<file path="config.mk">
export PLATFORM = sky130hd
export DESIGN_NAME = inv_spi_master
export DESIGN_NICKNAME = d
export VERILOG_FILES = /design/src/rtl/inv_spi_master.sv
export SDC_FILE = /design/constraint.sdc
export NUM_CORES = 1
export LEC_CHECK = 0
export ABC_CLOCK_PERIOD_IN_PS = 2100
export CAP_MARGIN = 20
export CORE_ASPECT_RATIO = 1.4
export CORE_MARGIN = 4
export CORE_UTILIZATION = 46
export CTS_CLUSTER_DIAMETER = 150
export DETAILED_ROUTE_END_ITERATION = 16
export PLACE_DENSITY_LB_ADDON = 0.12
export SLEW_MARGIN = 30
export SYNTH_ARGS = -nofsm -noshare
export SYNTH_HDL_FRONTEND = slang
export SYNTH_SLANG_ARGS = --single-unit
</file>
<file path="constraint.sdc">
create_clock -name clk_100 -period 2.1 [get_ports clk_100]
set_input_delay 0.42 -clock clk_100 [delete_from_list [all_inputs] [get_ports clk_100]]
set_output_delay 0.42 -clock clk_100 [all_outputs]
set_load 0.005 [all_outputs]
</file>
<file path="src/rtl/inv_spi_master.sv">
// inv_spi_master: 16-bit CPOL=0 SPI master polling a remote responder in a
// fixed 4-slot round robin; each reply word is kept per slot.
// Ports:
//   clk_100, RSTn        system clock, async active-low reset
//   enable               1 = keep polling, 0 = stop after current frame
//   tx_payload0..3       14-bit payloads for slots 0..3
//   SPICLK/SPISIMO/SPISTE   SCK (idle low), MOSI (MSB first), frame enable (low)
//   SPISOMI              MISO, asynchronous to clk_100
//   rx_word0..3          last word received in slot 0..3
//   rx_valid, rx_slot    one-cycle store pulse and its slot index
//   busy                 high from STE fall to end of gap
module inv_spi_master #(
   parameter int CLK_DIV    = 25,
   parameter int GAP_CYCLES = 100
) (
   input  logic        clk_100,
   input  logic        RSTn,
   input  logic        enable,
   input  logic [13:0] tx_payload0,
   input  logic [13:0] tx_payload1,
   input  logic [13:0] tx_payload2,
   input  logic [13:0] tx_payload3,
   output logic        SPICLK,
   output logic        SPISIMO,
   input  logic        SPISOMI,
   output logic        SPISTE,
   output logic [15:0] rx_word0,
   output logic [15:0] rx_word1,
   output logic [15:0] rx_word2,
   output logic [15:0] rx_word3,
   output logic        rx_valid,
   output logic [1:0]  rx_slot,
   output logic        busy
);

   localparam logic [15:0] DIV_LAST = 16'(CLK_DIV - 1);
   localparam logic [15:0] GAP_LAST = 16'(GAP_CYCLES - 1);

   typedef enum logic [2:0] {
      S_IDLE, S_SETUP, S_HIGH, S_LOW, S_DONE, S_GAP
   } state_t;

   state_t      r_state;
   logic [15:0] r_cnt;
   logic [4:0]  r_bit;
   logic [1:0]  r_slot;
   logic [15:0] r_tx;
   logic [15:0] r_rx;
   logic        r_somi_m;
   logic        r_somi_s;

   logic [13:0] w_payload;
   logic [15:0] w_frame;
   logic        w_div_end;
   logic        w_gap_end;

   always_comb begin
      w_payload = tx_payload0;
      case (r_slot)
         2'd0: w_payload = tx_payload0;
         2'd1: w_payload = tx_payload1;
         2'd2: w_payload = tx_payload2;
         2'd3: w_payload = tx_payload3;
         default: w_payload = tx_payload0;
      endcase
   end

   assign w_frame   = {r_slot, w_payload};
   assign w_div_end = (r_cnt == DIV_LAST);
   assign w_gap_end = (r_cnt == GAP_LAST);

   always_ff @(posedge clk_100 or negedge RSTn) begin
      if (!RSTn) begin
         r_somi_m <= 1'b0;
         r_somi_s <= 1'b0;
      end else begin
         r_somi_m <= SPISOMI;
         r_somi_s <= r_somi_m;
      end
   end

   always_ff @(posedge clk_100 or negedge RSTn) begin
      if (!RSTn) begin
         r_state  <= S_IDLE;
         r_cnt    <= 16'd0;
         r_bit    <= 5'd0;
         r_slot   <= 2'd0;
         r_tx     <= 16'd0;
         r_rx     <= 16'd0;
         SPICLK   <= 1'b0;
         SPISIMO  <= 1'b0;
         SPISTE   <= 1'b1;
         rx_word0 <= 16'd0;
         rx_word1 <= 16'd0;
         rx_word2 <= 16'd0;
         rx_word3 <= 16'd0;
         rx_valid <= 1'b0;
         rx_slot  <= 2'd0;
         busy     <= 1'b0;
      end else begin
         case (r_state)
            S_IDLE: begin
               r_cnt <= 16'd0;
               if (enable) begin
                  r_state <= S_SETUP;
                  r_tx    <= w_frame;
                  SPISIMO <= w_frame[15];
                  SPISTE  <= 1'b0;
                  busy    <= 1'b1;
                  r_bit   <= 5'd0;
               end
            end
            S_SETUP: begin
               if (w_div_end) begin
                  r_state <= S_HIGH;
                  r_cnt   <= 16'd0;
                  SPICLK  <= 1'b1;
               end else begin
                  r_cnt <= r_cnt + 16'd1;
               end
            end
            S_HIGH: begin
               if (w_div_end) begin
                  r_state <= S_LOW;
                  r_cnt   <= 16'd0;
                  SPICLK  <= 1'b0;
                  r_rx    <= {r_rx[14:0], r_somi_s};
                  r_bit   <= r_bit + 5'd1;
                  // after the 16th bit MOSI just holds through the final low
                  if (r_bit != 5'd15) begin
                     r_tx    <= {r_tx[14:0], 1'b0};
                     SPISIMO <= r_tx[14];
                  end
               end else begin
                  r_cnt <= r_cnt + 16'd1;
               end
            end
            S_LOW: begin
               if (w_div_end) begin
                  r_cnt <= 16'd0;
                  if (r_bit == 5'd16) begin
                     r_state  <= S_DONE;
                     SPISTE   <= 1'b1;
                     SPISIMO  <= 1'b0;
                     rx_valid <= 1'b1;
                     rx_slot  <= r_slot;
                     r_slot   <= r_slot + 2'd1;
                     case (r_slot)
                        2'd0: rx_word0 <= r_rx;
                        2'd1: rx_word1 <= r_rx;
                        2'd2: rx_word2 <= r_rx;
                        2'd3: rx_word3 <= r_rx;
                        default: rx_word0 <= r_rx;
                     endcase
                  end else begin
                     r_state <= S_HIGH;
                     SPICLK  <= 1'b1;
                  end
               end else begin
                  r_cnt <= r_cnt + 16'd1;
               end
            end
            S_DONE: begin
               rx_valid <= 1'b0;
               r_state  <= S_GAP;
               r_cnt    <= 16'd0;
            end
            S_GAP: begin
               if (w_gap_end) begin
                  r_cnt <= 16'd0;
                  if (enable) begin
                     r_state <= S_SETUP;
                     r_tx    <= w_frame;
                     SPISIMO <= w_frame[15];
                     SPISTE  <= 1'b0;
                     r_bit   <= 5'd0;
                  end else begin
                     r_state <= S_IDLE;
                     busy    <= 1'b0;
                  end
               end else begin
                  r_cnt <= r_cnt + 16'd1;
               end
            end
            default: r_state <= S_IDLE;
         endcase
      end
   end

endmodule

</file>
## Word-level counts from Yosys, hierarchy flattened

Index checks and enable logic that the tools add are counted.
W data, S select, Z words.

| operators by class | value |
|---|---|
| add/sub/neg operators | 3 |
| multipliers | 0 |
| divide/modulo/power cells | 0 |
| magnitude comparators | 0 |
| equal/unequal tests | 21 |
| shift-type cells | 0 |
| mux-type cells | 43 |
| bitwise logic cells | 0 |
| reduce and logical (&&, ||, !) cells | 25 |

Operators by type and width:

| kind | number |
|---|---|
| $mux W16 | 6 |
| $pmux W16 S3 | 2 |
| $pmux W14 S4 | 1 |
| $reduce_and A4 Y1 | 7 |
| $mux W1 | 18 |
| $mux W3 | 6 |
| $ne A2 B2 Y1 const B | 9 |
| $pmux W3 S6 | 1 |
| $add A16 B1 Y16 const B | 1 |
| $eq A16 B5 Y1 const B | 1 |
| $eq A16 B7 Y1 const B | 1 |
| $mux W5 | 3 |
| $pmux W5 S3 | 1 |
| $reduce_bool A3 Y1 | 4 |
| $reduce_and A5 Y1 | 2 |
| $reduce_and A3 Y1 | 3 |
| $eq A3 B2 Y1 const B | 2 |
| $eq A3 B3 Y1 const B | 2 |
| $pmux W1 S3 | 2 |
| $reduce_and A6 Y1 | 1 |
| $add A5 B1 Y5 const B | 1 |
| $eq A5 B5 Y1 const B | 1 |
| $ne A5 B4 Y1 const B | 1 |
| $eq A2 B2 Y1 const B | 2 |
| other kinds (12) | 14 |

| word-level totals | value |
|---|---|
| bits in registers | 131 |
| bits in latches | 0 |
| bits in writable memories | 0 |
| ROM bits | 0 |
| bits of input ports | 60 |
| output and inout port bits | 71 |
| logic and storage cells | 110 |
| memories | 0 |

## Depth between registers and ports, before layout

| depth | value |
|---|---|
| depth after elaboration | 5 |
| depth in mapped cells | 9 |
| mapped depth without buffers | 7 |

## Worst setup path before layout

No wires, ideal clock.

| path | value |
|---|---|
| path type | register to register |
| from | reg r_cnt[0] |
| to | reg SPISIMO |
| setup time | 0.125 ns |
| arrival | 2.087 ns |
| data required time | 1.975 ns |
| setup slack | -0.112 ns |
| cell stages (with the launch flop) | 8 |
| clock period less this slack | 2.212 ns |
| cells stage by stage | dfrtp_1 > inv_1 > ha_1 > nor3b_1 > nand3_1 > or4_1 > a211oi_1 > mux2_2 |

| on the way | value |
|---|---|
| word-level cells in the longest chain between the ends | 3 |
| elaborated cells between the ends (all ways) | 6 |

Ends and longest elaborated chain:

| what | line | text |
|---|---|---|
| from (decl) | 44 | `logic [15:0] r_cnt;` |
| from (signal assigned) | 119 | `r_cnt <= r_cnt + 16'd1;` |
| from (signal assigned) | 135 | `r_cnt <= r_cnt + 16'd1;` |
| from (signal assigned) | 160 | `r_cnt <= r_cnt + 16'd1;` |
| $eq A16 B7 Y1 / $eq A16 B5 Y1 (equally long branches) | 70, 69 |  |
| $ne A2 B2 Y1 (no line) | n/a |  |
| $reduce_and A6 Y1 (no line) * | n/a |  |
| to (signal assigned) | 107 | `SPISIMO <= w_frame[15];` |
| to (signal assigned) | 132 | `SPISIMO <= r_tx[14];` |
| to (signal assigned) | 174 | `SPISIMO <= w_frame[15];` |
| to (decl) | 24 | `output logic SPISIMO,` |

Mark *: on every way between the ends. The rest lies on a longest branch, timed or not.
A chain may end at the register's enable or synchronous reset.

## Final worst setup path

| path | value |
|---|---|
| from | reg r_cnt[1] |
| to | reg SPISIMO |

The elaborated chain is that of the path after synthesis.

==> run metrics <==
area of the multi-input gates=0.002690 sq mm; fillers=966; DP Area=0.007720 sq mm; violated checks=setup timing; Routed WL per cell=17.76 um; final setup fails=1; remaining global-route overflow=0; clk slew on worst S/H paths=60 ps; Final Hold Viols=0; Cell Chain, Critical Path=inv_1 > ha_1 > nor3b_4 > nand3_2 > or4_4 > a211oi_2 > mux2_4; die height=142.7 um; crit-path max FO=3; largest net degree at the start of global routing=52; cells after synthesis=478; measured slew at the worst slew-check pin=534.7 ps; Starting Density=47.71%; Final min period=2126 ps; fraction of registers with async set/reset=100.0%; total vias in the final route=4391; CP max stage cell=or4_4; Slew Viols, Final=0; # rows=48; Pwr Density=829.3 mW/mm^2; synth unique cells=53; CTS tree=done; area grow syn2layout=43.31%; DRT antenna net count=0; total wire length=14.51 mm; FF/Latch Area=0.003254 sq mm; Max VDD drop=0.5743 mV; Yosys reg bits=130; core area=0.01249 sq mm; die width=104.2 um; most frequent cells in the layout=dfrtp_1, clkdlybuf4s50_1, mux2_2; Fin Setup TNS=-26.26 ps; number of buffers created by CTS=17; initial antenna violation count=0; layout cell share with drive strength beyond 1=30.28%; worst path required time=2390 ps; Main synth FF type=dfrtp_1; H-Tree Depth=4; largest cells by area after synthesis=dfrtp_1, mux2_2, mux2_4; RSZ-0062 raised after global routing=true; fin nets=723; Synth area leader=dfrtp_1; Sink Count=130; Tcrit/Tclk final=101.3%; clk_lat worst skew=410 ps; PortBufs=130; Clock Tree Buf Depth=2; Global Route Usage Sum=19.96%; vias in the first global route=4831; Die Area=0.01487 sq mm; Design Power=7083 uW; Synth top area share=54.17%; Design Area, Final=0.008541 sq mm; Core Util, Final=68.37%; sequential-to-total area share from yosys stat=54.61%; leakage=0.003930 uW; Slew headroom=64.35%; syn_area_per_cell=12.47 sq um; critical path class=reg2reg; RePlAce Congestion=0.8137; io pins=131; max cap viols=0; Remaining DRCs=0; Hold WC Path Type=reg2reg; outcome=complete, but fails checks; first-pass GRT wire length=24.02 mm; Critical Path Sink Type=flop; clk_skew=6.331 ps; warnings from Yosys=0; fmax=470.3 MHz; Critical Path Source Type=flop; Pre-antenna DRT Iters=5; initial DRC count=223; net count after synthesis=547; Post-synth EDFFs=0; PnR worst setup slack=-26.26 ps; WP data arrival=2410 ps; Post-DP HPWL=9.808 mm; Root Buffer=clkbuf_16; Crit path largest cell delay=440 ps; synthesized area=0.005959 sq mm; DR vias/cell=5.375; Diodes inserted=0
## power by group
group | switching, uW | internal [uW] | total [uW]
logic | 531 | 651 | 1180
registers | 203 | 2740 | 2940
clock network | 1170 | 1780 | 2960
## kinds of logic (layout without fill, tap and decap cells)
logic type,count (synthesis),after routing,synth area share [%]
fa+ha+maj,9,9,1.890
compound gates,75,75,8.545
mux,97,97,19.65
buf+inv,33,221,2.729
flops,130,130,54.61
simple gates,118,119,10.22
xor+xnor,16,16,2.351
## through the flow
step	instances	hold slack, ps	setup WS (ps)
after floorplan	478	124.4	8.414
after global placement	776	342.6	-187.3
after detailed placement	776	341.1	-213.3
after CTS	811	355.8	-27.62
after global routing	817	367.2	-86.33
final	817	353.1	-26.26
## critical path, delay by kind of cell, from the launching register on
family	cells	cell delay, ps
flip-flops	1	390
AND/OR/NAND/NOR	3	820
AO/OA/AOI/OAI	1	260
adder cells (fa/ha/maj)	1	160
buffers and inverters	1	70
multiplexers	1	320
## synth_stat cells (2+ instances only)
cell type    n
nand2_4      2
a21o_1       2
and3_1       4
nor4bb_1     2
nor2_1      42
ha_1         9
nor3_1       6
nor4_2       2
nand3_1     12
xor2_1       5
nand2b_1     3
nand2_1     25
o21ai_0     21
nand2_2      3
nor3b_1      2
inv_1       12
nand4_1      4
clkbuf_1    11
nor4_1       2
a22o_1       2
mux2_4      21
mux2_2      75
a222oi_1    14
a21oi_1     21
buf_6        4
dfrtp_1    129
o32a_1       2
buf_2        4
xnor2_1     11
a31oi_1      2
a21oi_2      2
## repair_timing
item | CTS | global route
pin swaps | 3 | 6
gates resized for setup | 5 | 22
endpoints found under the hold margin | 13 | 0
hold buffers | 1 | 0
endpoints found under the setup margin | 66 | 100
gates cloned | 0 | 2
buffers inserted | 2 | 4
## worst paths after layout
| path | from | end | slack, ps | cells after the start |
|---|---|---|---|---|
| setup reg to reg | r_cnt[1] | SPISIMO | -30 | 7 |
| hold reg to reg | r_somi_m | r_somi_s | 350 | 0 |
| max in group asynchronous | RSTn | SPISTE | 840 | 3 |
| hold / removal | r_somi_m | r_somi_s | 350 | 0 |
| setup / recovery | r_cnt[1] | SPISIMO | -30 | 7 |
| min in group asynchronous | RSTn | rx_word1[5] | 590 | 2 |
## flip-flops by register name, indices dropped and copies added (netlist names)
name and cells:
r_rx 16, r_somi_m 1, rx_word0 16, r_cnt 16, r_bit 5, busy 1
rx_valid 1, rx_slot 2, SPISTE 1, rx_word1 16, SPICLK 1, rx_word3 16
r_slot 2, rx_word2 16, r_state 3, r_tx 15, r_somi_s 1, SPISIMO 1
## layer usage
layer / vias up / global-route usage (%) / share of wire, %
met5: - / 0 / 0
met4: 0 / 5.672 / 0.76
met3: 9 / 6.287 / 5.2
met2: 93 / 34.19 / 53
met1: 2210 / 24.47 / 41
li1: 2079 / - / -
## cell type report
type,count,share of cell area (%)
clock buffers,17,4.981
clock inverters,15,2.007
inverters,13,0.5713
multi-input cells,316,31.50
flip-flops and latches,130,38.10
well taps,150,2.197
repair buffers,176,20.64
Note: power is estimated with default switching activity, not from simulation.
